--- src/rtl/cpu_pkg.sv ---
`default_nettype none
// ============================================================================
// Module  : cpu_pkg
// Brief   : Shared widths, instruction field positions and opcodes for the
//           10-bit CPU.
// Rev     : 1.0 - initial release
// ============================================================================
package cpu_pkg;

  localparam int DATA_W = 10;
  localparam int REG_AW = 3;
  localparam int OP_W   = 3;

  localparam int OP_MSB = 9;
  localparam int OP_LSB = 7;
  localparam int RD_MSB = 6;
  localparam int RD_LSB = 4;
  localparam int RS_MSB = 3;
  localparam int RS_LSB = 1;

  localparam logic [OP_W-1:0] OP_ADD  = 3'b000;
  localparam logic [OP_W-1:0] OP_HALT = 3'b111;

  typedef struct packed {
    logic [OP_W-1:0]   op;
    logic [REG_AW-1:0] rd;
    logic [REG_AW-1:0] rs;
  } decoded_t;

endpackage
`default_nettype wire

--- src/rtl/issue_scoreboard.sv ---
`default_nettype none
// ============================================================================
// Module  : issue_scoreboard
// Brief   : WB_LATENCY-deep shift register of in-flight register writes with
//           two destination match ports.
// Rev     : 1.0 - initial release
// ============================================================================
module issue_scoreboard
  import cpu_pkg::*;
#(
  parameter int WB_LATENCY = 1
) (
  input  logic              clk,
  input  logic              reset,
  input  logic              push_valid,
  input  logic [REG_AW-1:0] push_dest,
  input  logic [REG_AW-1:0] match_a,
  input  logic [REG_AW-1:0] match_b,
  output logic              hit_a,
  output logic              hit_b
);

  generate
    if (WB_LATENCY == 0) begin : g_empty
      logic w_unused;
      assign w_unused = ^{clk, reset, push_valid, push_dest, match_a, match_b};
      assign hit_a    = 1'b0;
      assign hit_b    = 1'b0;
    end else begin : g_shift
      logic [WB_LATENCY-1:0] r_valid;
      logic [REG_AW-1:0]     r_dest [WB_LATENCY];

      always_ff @(posedge clk or posedge reset) begin
        if (reset) begin
          r_valid <= '0;
          for (int k = 0; k < WB_LATENCY; k++) r_dest[k] <= '0;
        end else begin
          r_valid[0] <= push_valid;
          r_dest[0]  <= push_dest;
          for (int k = 1; k < WB_LATENCY; k++) begin
            r_valid[k] <= r_valid[k-1];
            r_dest[k]  <= r_dest[k-1];
          end
        end
      end

      always_comb begin
        hit_a = 1'b0;
        hit_b = 1'b0;
        for (int k = 0; k < WB_LATENCY; k++) begin
          hit_a = hit_a | (r_valid[k] & (r_dest[k] == match_a));
          hit_b = hit_b | (r_valid[k] & (r_dest[k] == match_b));
        end
      end
    end
  endgenerate

endmodule
`default_nettype wire

--- src/rtl/instr_decode_issue.sv ---
`default_nettype none
// ============================================================================
// Module  : instr_decode_issue
// Brief   : Decode-and-issue stage with RAW scoreboard, branch flush and HALT.
// Rev     : 1.0 - initial release
// ============================================================================
module instr_decode_issue
  import cpu_pkg::*;
#(
  parameter int WB_LATENCY = 1
) (
  input  logic              clk,
  input  logic              reset,
  input  logic              instr_valid,
  input  logic [DATA_W-1:0] instr,
  input  logic              flush,
  output logic              instr_ready,
  output logic              iss_valid,
  output logic [REG_AW-1:0] raddr1,
  output logic [REG_AW-1:0] raddr2,
  output logic [REG_AW-1:0] waddr,
  output logic [OP_W-1:0]   alu_ctrl,
  output logic              we,
  output logic              halted
);

  localparam logic [1:0] c_st_run          = 2'd0;
  localparam logic [1:0] c_st_halt_pending = 2'd1;
  localparam logic [1:0] c_st_halted       = 2'd2;

  logic [1:0] r_state;
  logic       r_iss_q;
  decoded_t   r_iss;

  decoded_t w_dec;
  logic     w_unused;
  logic     w_issue_busy;
  logic     w_sb_hit_rd;
  logic     w_sb_hit_rs;
  logic     w_hazard;
  logic     w_load;

  assign w_dec.op = instr[OP_MSB:OP_LSB];
  assign w_dec.rd = instr[RD_MSB:RD_LSB];
  assign w_dec.rs = instr[RS_MSB:RS_LSB];
  assign w_unused = instr[0];

  assign w_issue_busy = r_iss_q & (r_iss.op != OP_HALT);

  // HALT reads and writes nothing, so it never waits on a pending write.
  assign w_hazard = (w_dec.op != OP_HALT) &
                    (w_sb_hit_rd | w_sb_hit_rs |
                     (w_issue_busy & ((r_iss.rd == w_dec.rd) | (r_iss.rd == w_dec.rs))));

  assign instr_ready = (r_state == c_st_run) & (flush | !w_hazard);
  assign w_load      = instr_valid & instr_ready & !flush;

  assign iss_valid = r_iss_q & !flush;
  assign we        = iss_valid & (r_iss.op != OP_HALT);
  assign raddr1    = r_iss.rd;
  assign raddr2    = r_iss.rs;
  assign waddr     = r_iss.rd;
  assign alu_ctrl  = r_iss.op;
  assign halted    = (r_state == c_st_halted);

  issue_scoreboard #(
    .WB_LATENCY (WB_LATENCY)
  ) u_scoreboard (
    .clk        (clk),
    .reset      (reset),
    .push_valid (we),
    .push_dest  (r_iss.rd),
    .match_a    (w_dec.rd),
    .match_b    (w_dec.rs),
    .hit_a      (w_sb_hit_rd),
    .hit_b      (w_sb_hit_rs)
  );

  always_ff @(posedge clk or posedge reset) begin
    if (reset) begin
      r_state <= c_st_run;
      r_iss_q <= 1'b0;
      r_iss   <= '0;
    end else begin
      r_iss_q <= w_load;
      if (w_load) r_iss <= w_dec;
      case (r_state)
        c_st_run:          if (w_load && (w_dec.op == OP_HALT)) r_state <= c_st_halt_pending;
        c_st_halt_pending: r_state <= flush ? c_st_run : c_st_halted;
        default:           r_state <= r_state;
      endcase
    end
  end

endmodule
`default_nettype wire

--- config.mk ---
export PLATFORM = sky130hd
export DESIGN_NAME = instr_decode_issue
export DESIGN_NICKNAME = d
export VERILOG_FILES = /design/src/rtl/cpu_pkg.sv /design/src/rtl/issue_scoreboard.sv /design/src/rtl/instr_decode_issue.sv
export SDC_FILE = /design/constraint.sdc
export NUM_CORES = 1
export LEC_CHECK = 0
export CELL_PAD_IN_SITES_DETAIL_PLACEMENT = 1
export CELL_PAD_IN_SITES_GLOBAL_PLACEMENT = 1
export CORE_MARGIN = 2
export CORE_UTILIZATION = 30
export CTS_BUF_LIST = sky130_fd_sc_hd__clkbuf_16
export CTS_CLUSTER_SIZE = 25
export DETAILED_ROUTE_END_ITERATION = 8
export GPL_TIMING_DRIVEN = 0
export PLACE_DENSITY = 0.71
export SKIP_CTS_REPAIR_TIMING = 1
export SYNTH_ARGS = -nofsm -noshare
export SYNTH_HDL_FRONTEND = slang
export SYNTH_HIERARCHICAL = 1
export SYNTH_SLANG_ARGS = --single-unit
--- constraint.sdc ---
create_clock -name clk -period 1.71 [get_ports clk]
set_input_delay 0.4275 -clock clk [delete_from_list [all_inputs] [get_ports clk]]
set_output_delay 0.4275 -clock clk [all_outputs]
set_load 0.01 [all_outputs]
==> reports/results.env <==
SYNTHCELLS=93
DIEAREA_UM2=3480
TIMING.FINAL.WS_SETUP_PS=-579
FINALHOLDVIOLCOUNT=0
CRIT_PATH_END_KIND='primary output'
FLOORPLAN.CORE_AREA_UM2=2810
FIRST_GLOBAL_VIAS=826
PLACE_INST=152
DIE_W_UM=59.0
POST_SYNTH_XOR_AREA_FRACTION_PCT=9.66
MOST-COMMON-LAYOUT-CELLS='sky130_fd_sc_hd__buf_4, sky130_fd_sc_hd__clkdlybuf4s50_1, sky130_fd_sc_hd__dfrtp_1, sky130_fd_sc_hd__dlymetal6s2s_1, sky130_fd_sc_hd__xnor2_1'
ANT_NETS=0
CTS-BUFFERS-INSERTED=3
PLACE.DETAILED.HPWL_MM=1.91
POWER-PER-CELL-AREA_nW_PER_UM2=1550
CAP_VIOLATIONS=0
SLOWEST_CP_CELL='sky130_fd_sc_hd__dfrtp_2'
GRT.TOTAL_USAGE_PCT=16.8
CLKTRANSATPATHREGS_PS=50
TIMING.SETUP.CRITICAL_PATH_CLASS='reg2out'
SYNTH_TOP_FAMILY_BY_AREA='simple AND/OR/NAND/NOR gates'
CLK-INSERTION-DELAY-LATE_PS=250
WL_PER_CELL_UM=17.1
YS.WARNINGS.COUNT=6
WORSTSETUPSTARTPOINTTYPE='flip-flop'
FINALSETUPVIOLCOUNT=6
GRT_START_MAX_NET_PINS=13
ANTENNA_CELLS_INSERTED=0
LAYOUT-DRIVE-GT1-SHARE_PCT=29.7
POST-ROUTE-PERIOD-UTIL_PCT=134
TIMING.FMAX_GHz=0.437
CRITICAL_PATH.MAX_FANOUT=8
SYNTH_SIMPLE_GATE_AREA_SHARE_PCT=20.0
PATH_CELLS='and2_4, o211ai_2, a21oi_4, or3_4, a311oi_2, buf_2'
POSTSYNTHNETCOUNT=107
CTSLONGESTPATHBUFFERS=2
POWER.TOTAL_W=0.00235
IO_PINS=30
SYN-CELL-AREA_UM2=907
GLOBAL_ROUTE_WIRE_LENGTH_BEFORE_REPAIR_MM=4.22
WORSTHOLDPATHTYPE='in2async'
WORSTPATHREQUIRED_PS=1280
SYN_AVG_CELL_AREA_UM2=9.75
CLKSINKCOUNT=16
WORST_CLOCK_SKEW_PS=3.06
EFFECTIVE_UTILIZATION_AT_FLOORPLAN_PCT=32.3
YOSYS.AREA.TOP_TYPE='sky130_fd_sc_hd__dfrtp_1'
TIMING.RR.START='raddr1[0]$_DFFE_PP0P_'
ADDER_AND_MAJORITY_GATE_PORTION_OF_THE_SYNTHESIZED_AREA_PCT=0
INSTANCES_NO_FILL=169
OVERFLOW=0
TIMING.SLEW.HEADROOM_PCT=66.4
PLACE.PORT_BUFFERS=28
NETS=153
YS_FF_LATCH=16
SYNTH_SEQ_AREA_SHARE_PCT=44.1
NUM_ROWS=19
FINALHOLDWORSTSLACK_PS=398
SYNTH_CELL_TYPE_COUNT=24
REPORT.FINAL.SLEW_VIOL_COUNT=0
SYN_TO_FINAL_GROWTH_PCT=67.9
MAX-VDD-IR-DROP_mV=0.911
OUTCOME='finished, violations left'
DRC=2
SYNTH_TOP_AREA_SHARE_PCT=44.1
FINAL_CORE_UTILIZATION_PCT=54.3
PERIOD_NEEDED_PS=2290
PLACE_CONGESTION=0.692
CTS-HTREE-LEVELS=1
CP-STARTPOINT='raddr1[2]$_DFFE_PP0P_'
GRT_SETUP_UNREPAIRED='yes'
DIE-HEIGHT_UM=59.0
PROPORTION_OF_SYNTHESIZED_AREA_IN_MUX_CELLS_PCT=3.31
SYNTH-COMPOUND-AREA-SHARE_PCT=17.4
WIRELENGTH_MM=2.89
DETAILROUTE.VIA_COUNT=877
VIOLATIONS='DRC, setup timing'
CTS_ROOT_BUF='sky130_fd_sc_hd__clkbuf_16'
SYNTH_AREA_LEADERS='sky130_fd_sc_hd__dfrtp_1, sky130_fd_sc_hd__xnor2_1, sky130_fd_sc_hd__nand3_1'
VIA_PER_INST=5.19
CRITICAL_PATH.MAX_STAGE_DELAY_PS=460
DRTITER0DRC=29
WORST_SLEW_PIN_SLEW_PS=503
ANTENNA_VIOLATIONS_BEFORE_REPAIR=0
CTS_TREE='yes'
CELLLEAKAGEPOWER_nW=0.738
CRIT_ARRIVAL_PS=1860
DETAILED_ROUTING_ITERATION_COUNT_FOR_THE_PRE_ANTENNA_REPAIR_PASS=6
[where the power goes]
group | switching [W] | internal [W] | total [W]
combinational | 0.000463 | 0.000690 | 0.00115
clock | 0.000158 | 0.000311 | 0.000469
sequential | 0.000186 | 0.000547 | 0.000733
[state kept, by name, summed over array words and instances, names as in the netlist]
name,flops
alu_ctrl,3
r_iss_q,1
r_state,2
raddr1,3
raddr2,3
u_scoreboard/g_shift.r_dest,3
u_scoreboard/g_shift.r_valid,1
[area by class of cell]
type	count	area (um2)
inverter	6	22.5
fill	321	1280
clock inverter	1	3.75
sequential	16	404
timing repair buffer	41	407
tap	31	38.8
buffer	4	27.5
clock buffer	3	75.1
multi-input combinational	67	544
[cell families (layout without fill, tap and decap cells)]
family                 count (synthesis)  in the layout
AND/OR/NAND/NOR                       34             34
buffers and inverters                 10             55
flip-flops                            16             16
multiplexers                           3              3
XOR/XNOR                              10             10
AO/OA/AOI/OAI                         20             20
[layer usage]
layer / vias to the layer above / wire [um] / GRT usage, %
li1: 414 / - / -
met1: 445 / 1220 / 21.7
met2: 14 / 1530 / 26.7
met3: 4 / 95 / 5.24
met4: 0 / 37 / 5.84
met5: - / 0 / 0
[per-stage QoR]
step           area (um2)  TNS [ps]  worst slack (ps)
2_1_floorplan         915      -207              -207
3_3_place_gp         1230     -7250             -1320
3_5_place_dp         1230     -7700             -1350
4_1_cts              1310     -5680             -1360
5_1_grt              1520     -1970              -620
6_report             1520     -1100              -579
[worst max-delay path, delay by kind of cell (launching register included)]
kind / cells / cell delay (ps)
buffers and inverters: 1 / 170
DFF: 1 / 460
and+or+nand+nor: 2 / 520
AOI/OAI and AO/OA: 3 / 470
[Yosys cell counts, drive strengths merged]
master,count
a311oi,1
nand3,9
mux2i,3
and4,2
a22oi,6
nor2,8
a21oi,2
nand2,7
a21o,2
or3,1
and2,2
nor3,1
inv,6
buf,4
nor2b,3
dfrtp,16
o211ai,8
o21ai,1
nand2b,1
xnor2,10
[worst paths after layout]
kind	slack [ps]	cells past startpoint	end
worst max-delay path	-580	6	instr_ready
worst min-delay path	400	2	u_scoreboard/g_shift.r_dest[2]$_DFF_PP0_
worst max register to register	20	6	raddr1[0]$_DFFE_PP0P_
worst min register to register	490	0	u_scoreboard/g_shift.r_dest[2]$_DFF_PP0_
max in group asynchronous	800	2	raddr1[0]$_DFFE_PP0P_
min in group clk	490	0	u_scoreboard/g_shift.r_dest[2]$_DFF_PP0_
Note: power is estimated with default switching activity, not from simulation.
